<file path="src/rtl/sti_dac_banked.sv">
// Serial transmitter with byte reassembly into NUM_BANKS odd/even memory pairs.
// Frames of 8/16/24/32 bits go out one bit per clock; bytes land in a checkerboard interleave.
module sti_dac_banked #(
  parameter int unsigned NUM_BANKS  = 4,
  parameter int unsigned BANK_DEPTH = 32,
  parameter int unsigned ROW_BYTES  = 8,
  localparam int unsigned ADDR_W    = $clog2(BANK_DEPTH)
) (
  input  logic                 clk,
  input  logic                 reset,
  input  logic                 load,
  input  logic [15:0]          pi_data,
  input  logic [1:0]           pi_length,
  input  logic                 pi_fill,
  input  logic                 pi_msb,
  input  logic                 pi_low,
  input  logic                 pi_end,
  output logic                 pi_ready,
  output logic                 so_data,
  output logic                 so_valid,
  output logic [7:0]           oem_dataout,
  output logic [ADDR_W-1:0]    oem_addr,
  output logic [NUM_BANKS-1:0] odd_wr,
  output logic [NUM_BANKS-1:0] even_wr,
  output logic                 oem_finish
);

  localparam int unsigned TOTAL = 2 * NUM_BANKS * BANK_DEPTH;
  localparam int unsigned K_W   = $clog2(TOTAL + 1);
  localparam int unsigned LOC_W = ADDR_W + 1;
  localparam int unsigned ROW_W = $clog2(ROW_BYTES);
  localparam int unsigned G_W   = K_W - LOC_W;
  localparam logic [K_W-1:0] TOTAL_K = K_W'(TOTAL);

  typedef enum logic [1:0] {StIdle, StShift, StPad, StDone} state_e;

  state_e                state_q, state_d;
  logic [31:0]           sh_q, sh_d;
  logic                  msb_q, msb_d;
  logic [5:0]            cnt_q, cnt_d;
  logic [7:0]            byte_q, byte_d;
  logic [2:0]            bcnt_q, bcnt_d;
  logic [K_W-1:0]        k_q, k_d;
  logic [NUM_BANKS-1:0]  odd_q, odd_d, even_q, even_d;
  logic [7:0]            dout_q, dout_d;
  logic [ADDR_W-1:0]     addr_q, addr_d;

  logic        load_acc, end_acc, so_bit, pad, wr_en, parity;
  logic [31:0] frame, frame_al;
  logic [5:0]  nbits;
  logic [7:0]  wr_data;
  logic [2:0]  pad_shift;
  logic [G_W-1:0] bank_sel;

  assign pi_ready   = reset && (state_q == StIdle);
  assign load_acc   = pi_ready && load;
  assign end_acc    = pi_ready && !load && pi_end;
  assign so_valid   = (state_q == StShift);
  assign so_bit     = msb_q ? sh_q[31] : sh_q[0];
  assign so_data    = so_valid && so_bit;
  assign oem_finish = (state_q == StDone);
  assign odd_wr     = odd_q;
  assign even_wr    = even_q;
  assign oem_dataout = dout_q;
  assign oem_addr   = addr_q;

  // Frame is right-aligned in 32 bits; MSB-first frames are left-aligned so bit 31 leads.
  always_comb begin
    frame = '0;
    nbits = 6'd8;
    case (pi_length)
      2'd0: begin
        frame = {24'h0, (pi_low ? pi_data[15:8] : pi_data[7:0])};
        nbits = 6'd8;
      end
      2'd1: begin
        frame = {16'h0, pi_data};
        nbits = 6'd16;
      end
      2'd2: begin
        frame = pi_fill ? {8'h0, pi_data, 8'h00} : {16'h0, pi_data};
        nbits = 6'd24;
      end
      default: begin
        frame = pi_fill ? {pi_data, 16'h0000} : {16'h0, pi_data};
        nbits = 6'd32;
      end
    endcase
    frame_al = pi_msb ? (frame << (6'd32 - nbits)) : frame;
  end

  always_comb begin
    state_d   = state_q;
    sh_d      = sh_q;
    msb_d     = msb_q;
    cnt_d     = cnt_q;
    byte_d    = byte_q;
    bcnt_d    = bcnt_q;
    k_d       = k_q;
    pad       = 1'b0;
    wr_en     = 1'b0;
    wr_data   = 8'h00;
    pad_shift = 3'(4'd8 - {1'b0, bcnt_q});

    case (state_q)
      StIdle: begin
        if (load_acc) begin
          state_d = StShift;
          sh_d    = frame_al;
          msb_d   = pi_msb;
          cnt_d   = nbits;
        end else if (end_acc) begin
          pad = 1'b1;
        end
      end
      StShift: begin
        sh_d   = msb_q ? (sh_q << 1) : (sh_q >> 1);
        cnt_d  = cnt_q - 6'd1;
        byte_d = {byte_q[6:0], so_bit};
        bcnt_d = bcnt_q + 3'd1;
        if (cnt_q == 6'd1) state_d = StIdle;
        // Once memory is full the byte still assembles but is dropped.
        if (bcnt_q == 3'd7 && k_q != TOTAL_K) begin
          wr_en   = 1'b1;
          wr_data = byte_d;
        end
      end
      StPad:   pad = 1'b1;
      default: ;
    endcase

    if (pad) begin
      if (k_q == TOTAL_K) begin
        state_d = StDone;
      end else begin
        state_d = StPad;
        wr_en   = 1'b1;
        wr_data = (bcnt_q != 3'd0) ? (byte_q << pad_shift) : 8'h00;
        byte_d  = 8'h00;
        bcnt_d  = 3'd0;
      end
    end

    if (wr_en) k_d = k_q + 1'b1;
  end

  // Strobe placement is derived from the pre-increment byte index.
  assign bank_sel = k_q[K_W-1:LOC_W];
  assign parity   = k_q[0] ^ k_q[ROW_W];

  always_comb begin
    odd_d  = '0;
    even_d = '0;
    dout_d = dout_q;
    addr_d = addr_q;
    if (wr_en) begin
      dout_d = wr_data;
      addr_d = k_q[ADDR_W:1];
      for (int unsigned b = 0; b < NUM_BANKS; b++) begin
        if (bank_sel == G_W'(b)) begin
          if (parity) odd_d[b] = 1'b1;
          else        even_d[b] = 1'b1;
        end
      end
    end
  end

  always_ff @(posedge clk) begin
    if (!reset) begin
      state_q <= StIdle;
      sh_q    <= '0;
      msb_q   <= 1'b0;
      cnt_q   <= '0;
      byte_q  <= '0;
      bcnt_q  <= '0;
      k_q     <= '0;
      odd_q   <= '0;
      even_q  <= '0;
      dout_q  <= '0;
      addr_q  <= '0;
    end else begin
      state_q <= state_d;
      sh_q    <= sh_d;
      msb_q   <= msb_d;
      cnt_q   <= cnt_d;
      byte_q  <= byte_d;
      bcnt_q  <= bcnt_d;
      k_q     <= k_d;
      odd_q   <= odd_d;
      even_q  <= even_d;
      dout_q  <= dout_d;
      addr_q  <= addr_d;
    end
  end

endmodule
</file>
<file path="config.mk">
export PLATFORM = sky130hd
export DESIGN_NAME = sti_dac_banked
export DESIGN_NICKNAME = d
export VERILOG_FILES = /design/src/rtl/sti_dac_banked.sv
export SDC_FILE = /design/constraint.sdc
export NUM_CORES = 1
export LEC_CHECK = 0
export CAP_MARGIN = 20
export CORE_MARGIN = 10
export CORE_UTILIZATION = 50
export DETAILED_ROUTE_END_ITERATION = 16
export PLACE_DENSITY = 0.79
export SYNTH_ARGS = -nofsm -noshare
export SYNTH_HDL_FRONTEND = slang
export SYNTH_SLANG_ARGS = --single-unit
</file>
<file path="constraint.sdc">
create_clock -name clk -period 2.5 [get_ports clk]
set_input_delay 0.375 -clock clk [delete_from_list [all_inputs] [get_ports clk]]
set_output_delay 0.375 -clock clk [all_outputs]
set_load 0.005 [all_outputs]
</file>
* Word-level counts from Yosys, hierarchy flattened
Cells that the tools add are included.
** Cells by class
- Muxes and demuxes :: 37
- Reduce and logical (&&, ||, !) cells :: 20
- Add/subtract/negate cells :: 5
- Eq/ne operators :: 15
- Shift-type cells :: 2
- Bitwise logic cells :: 1
** Operator list (number)
- $mux W32 :: 4
- $pmux W32 S3 :: 1
- $mux W8 :: 9
- $pmux W32 S2 :: 1
- $shl A32 B6 Y32 :: 1
- $mux W24 :: 1
- $pmux W6 S3 :: 1
- $reduce_and A3 Y1 :: 5
- $pmux W6 S2 :: 1
- $mux W1 :: 10
- $add A9 B1 Y9 const B :: 1
- $eq A9 B9 Y1 const B :: 1
- $mux W3 :: 3
- $ne A9 B9 Y1 const B :: 1
- $shl A8 B3 Y8 :: 1
- $eq A2 B2 Y1 const B :: 3
- $eq A3 B2 Y1 const B :: 2
- $eq A6 B1 Y1 const B :: 1
- $logic_and A1 B1 Y1 :: 6
- $mux W2 :: 3
- $mux W6 :: 1
- $reduce_bool A3 Y1 :: 2
- $sub A6 B1 Y6 const B :: 1
- $sub A6 B6 Y6 const A :: 1
- 16 further kinds :: 19
** Storage, ports and cells
- Input bits :: 25
- Output and inout port bits :: 25
- Bits in registers :: 82

* Logic depth before layout (Yosys ltp)
- Depth after elaboration :: 9
- Mapped depth :: 9
- Mapped depth without buffers :: 7

* Worst setup path before layout
No wires, ideal clock.
- Path type :: reg2reg
- Start :: register bcnt_q[0]
- End :: register dout_q[5] (netlist: oem_dataout[5])
- Setup time :: 0.116 ns
- Stages on the path, launching flop included :: 10
- Setup slack :: 0.290 ns
- Clock period less this slack :: 2.210 ns
- Data arrival time :: 2.093 ns
- Buffers on the path :: 2
- Path through :: dfxtp_1 > buf_2 > inv_1 > ha_1 > ha_1 > clkbuf_1 > mux4_2 > mux2i_1 > o221ai_1 > o211a_1
** On the way
- Longest elaborated chain between the ends :: 6
** Ends and longest elaborated chain
- start, declared :: line 42 : logic [2:0] bcnt_q, bcnt_d;
- start signal, assigned :: line 187 : bcnt_q <= bcnt_d;
- branches (longest 6 deep; another with $sub A1 B3 Y3)
- end signal, assigned :: line 191 : dout_q <= dout_d;
- end, declared :: line 45 : logic [7:0] dout_q, dout_d;
Several ways; the timed one is not identified.
A chain may end at the register's enable or synchronous reset.

* Worst setup path in the final report
- Start :: input port pi_length[1]
- End :: register sh_q[1]
** On the way
- Longest elaborated chain between the ends :: 7
** Ends and longest elaborated chain
- start, declared :: line 13 : input logic [1:0] pi_length,
- $eq A2 B2 Y1, or another cell as far along :: line 71 : case (pi_length)
- $pmux W6 S3 :: line 71
- $sub A6 B6 Y6 :: line 89 : frame_al = pi_msb ? (frame << (6'd32 - nbits)) : frame;
- $shl A32 B6 Y32 :: line 89
- $mux W32 * :: line 89
- $mux W32 * :: line 107 : if (load_acc) begin
- $pmux W32 S2 * :: line 105 : case (state_q)
- end signal, assigned :: line 171 : sh_q <= '0;
- end signal, assigned :: line 183 : sh_q <= sh_d;
- end, declared :: line 38 : logic [31:0] sh_q, sh_d;
Every way passes the cells marked *; elsewhere a longest branch is shown, timed or not. The select of a mux whose other input is x is not followed.

==> out/metrics.yaml <==
final_layout:
  drive_above_1_share: 0.168
  fin_util: 0.635
  n_antenna_cell: 0
  final_cells: 891
  area_growth_pct: 22.4
  final_nets: 788
worst_hold_path:
  hold_path_end: "state_q[1]"
  worstHoldStart: "reset"
  min_path_type: "in2reg"
  whs_path_depth: 2
critical_path:
  path_common_cell: "buf_4"
  crit_required_ns: 2.75
  endpoint_kind: "register"
  r2r_end: "oem_dataout[7]"
  slowest_stage: "clkdlybuf4s50_1"
  r2r_setup_slack_ns: 0.33
  rr_startpoint: "bcnt_q[0]"
  critPathMaxStageDelay_ns: 0.53
  critPathArrivalTime_ns: 2.63
  reg2reg_depth: 7
  crit_chain: "clkdlybuf4s50_1 -> inv_1 -> ha_1 -> buf_4 -> nor2b_1 -> o21bai_1 -> a21boi_0 -> buf_4 -> o21ai_0 -> a21oi_1"
  crit_type: "in2reg"
  cp-startpoint: "pi_length[1]"
  worstPathMaxFanout: 7
  critPathLaunchType: "primary input"
synthesis:
  ys_warn_count: 0
  synth_edf_count: 0
  synth_area_um2: 5400
  ys_async_sr_fraction: 0
  synth_ff_type: "dfxtp_1"
  syn_inst: 676
  yosysSeqAreaShare: 0.304
  ys_types: 60
  syn-num-nets: 714
  avgSynthCellArea_um2: 7.99
  ys_ff_latch: 82
sta:
  setup_slack_ns: 0.113
  worst-slew-pin-transition_ns: 0.589
  period_share: 0.955
  slew_headroom: 0.606
  fmax_ghz: 0.419
  setup_violations: 0
  finalHoldViolCount: 0
  period_minus_slack_ns: 2.39
  tns_ns: 0
  finClkSkew_ns: 0.00663
  finalMaxSlewViolations: 0
placed_design:
  routabilityCongestion: 0.991
  pre_cts_slack_ns: -0.331
  place_inst: 875
  hpwl_mm: 13.0
  io_buffer_count: 49
floorplan:
  io_pins: 50
  core-area_um2: 10400
  die_area_um2: 15400
  die_y_um: 124
  placementRows: 37
  start_util: 0.519
  die_width_um: 124
detailed_routing:
  drc_errors: 0
  drt_iter0_drc: 573
  wl_per_cell_um: 19.6
  routed_wl_mm: 17.4
  final_antenna_net_count: 0
  vias: 5691
  vias_per_cell: 6.39
  dr.pass1.iters: 6
cts:
  holdBufCountCts: 0
  postCtsSetupRepairBufs: 0
  htree_levels: 3
  cts_tree: "done"
  cts_sinks: 82
  post_cts_resized: 0
  clock-root-buffer: "clkbuf_8"
  clockBufferDepth: 2
  cts.clk_slew.worst_paths_ns: 0.08
  cts_made_buffers: 9
  clk-insertion-delay-late_ns: 0.37
run_status:
  status: "completed"
pwr:
  p_leak_nw: 2.51
  ir_drop_mv: 0.390
  power_per_cell_area_nw_per_um2: 566
global_routing:
  grt_usage: 0.223
  grt_overflow_total: 0
  grt_max_degree: 66
  antenna_found_initial: 0
  grt_pass1_wl_mm: 27.3
  grt_pass1_vias: 5193
flow_run:
  maxCapViolations: 0
==> registers in the layout, summed over array words and instances (netlist names) <==
register     count
bcnt_q           3
byte_q           8
cnt_q            6
even_wr          4
k_q              9
msb_q            1
odd_wr           4
oem_addr         5
oem_dataout      8
sh_q            32
state_q          2
==> synth_stat cells (2+ instances only) <==
cell type  instances  share of area
nand3b_1           2         0.0028
nor2_1            35          0.024
o21bai_1           2         0.0028
buf_1              6         0.0042
a221oi_1           4         0.0065
or2_2              7         0.0081
dfxtp_1           82           0.30
and2_1            23          0.027
a21o_1             3         0.0042
o22ai_1            2         0.0023
o21a_1             9          0.013
nor3b_1            2         0.0028
a21oi_1           59          0.055
a41oi_1            5         0.0081
clkbuf_1          40          0.028
o21ai_0           44          0.041
nor4_1             7         0.0081
or4_1              2         0.0028
and3_1            10          0.012
mux4_2             3          0.013
a32o_1             4         0.0074
a32oi_1           11          0.018
nand3_1           22          0.020
and2_0             2         0.0023
o211a_1            5         0.0093
ha_1              13          0.030
buf_2              8         0.0074
a21boi_0          14          0.019
a31oi_1           12          0.014
nor2b_1           12          0.014
a311oi_1           2         0.0032
nand2b_1          14          0.016
a22oi_1            7         0.0097
o311ai_0           3         0.0049
inv_1             13         0.0090
nand2_1           69          0.048
xnor2_1           11          0.018
nor3_1             5         0.0046
mux2i_1           14          0.026
o211ai_1           4         0.0056
nand4_1            8         0.0093
o221ai_1          34          0.055
mux2_2            25          0.052
==> where the power goes <==
part | switching, W | internal, W
logic | 0.000609 | 0.000481
registers | 0.000102 | 0.00142
clock network | 0.000508 | 0.000622
total | 0.00122 | 0.00252
==> critical path, delay by kind of cell <==
kind	cells	cell delay [ns]
buf+inv	4	0.95
simple gates	1	0.14
compound gates	4	0.97
fa+ha+maj	1	0.19
==> per-layer routing <==
| layer | vias to the layer above | wire length, um | track usage |
|---|---|---|---|
| li1 | 2675 | - | - |
| met1 | 2715 | 7600 | 0.295 |
| met2 | 263 | 7840 | 0.337 |
| met3 | 38 | 1690 | 0.0774 |
| met4 | 0 | 319 | 0.0655 |
| met5 | - | 0 | 0 |
==> kinds of logic after synthesis <==
family,Yosys count,share of synthesized area
xor gates and xnor gates,12,0.0194
muxes,42,0.0905
and+or+nand+nor,226,0.214
buffers and inverters,69,0.0505
DFF,82,0.304
adders and majority gates,13,0.0301
AOI/OAI and AO/OA,232,0.291
==> worst max-delay path by stage <==
stage	end	slack, ns
final	sh_q[1]	0.11
after global routing	sh_q[15]	-0.002
after CTS	sh_q[9]	0.1
after detailed placement	sh_q[9]	-0.33
after global placement	sh_q[1]	-0.20
after floorplan	oem_dataout[5]	0.29
==> final cells by class <==
type / count / area, um2
inverters: 14 / 52.6
clock buffers: 11 / 151
repair buffers: 118 / 1020
multi-input cells: 525 / 3500
fillers: 868 / 3800
well taps: 136 / 170
flip-flops and latches: 82 / 1640
clock inverters: 5 / 85.1
==> placed cells by master (no fill, tap or decap), types with 4 or more instances in the layout <==
cell type	synthesis	routed
dfxtp_1	82	82
nand2_1	69	69
buf_4	1	68
a21oi_1	59	59
clkdlybuf4s50_1	0	48
o21ai_0	44	44
nor2_1	35	35
o221ai_1	34	34
mux2_2	25	25
and2_1	23	23
nand3_1	22	22
mux2i_1	14	14
nand2b_1	14	14
a21boi_0	14	14
inv_1	13	13
ha_1	13	13
nor2b_1	12	12
a31oi_1	12	12
xnor2_1	11	11
a32oi_1	11	11
clkbuf_8	0	11
and3_1	10	10
nand4_1	8	8
o21a_1	9	8
a22oi_1	7	7
nor4_1	7	7
or2_2	7	7
o211a_1	5	5
nor3_1	5	5
a41oi_1	5	5
a32o_1	4	4
a221oi_1	4	4
o211ai_1	4	4
==> per-stage QoR <==
step,total power (W),hold WS [ns],instance area (um2)
after detailed placement,0.00261,0.464,6370
after global placement,0.00258,0.450,6370
after CTS,0.00373,0.311,6610
final,0.00374,0.326,6620
after floorplan,0.00218,0.433,5400
after global routing,0.00391,0.320,6620
Power figures use the tool's default switching activity.
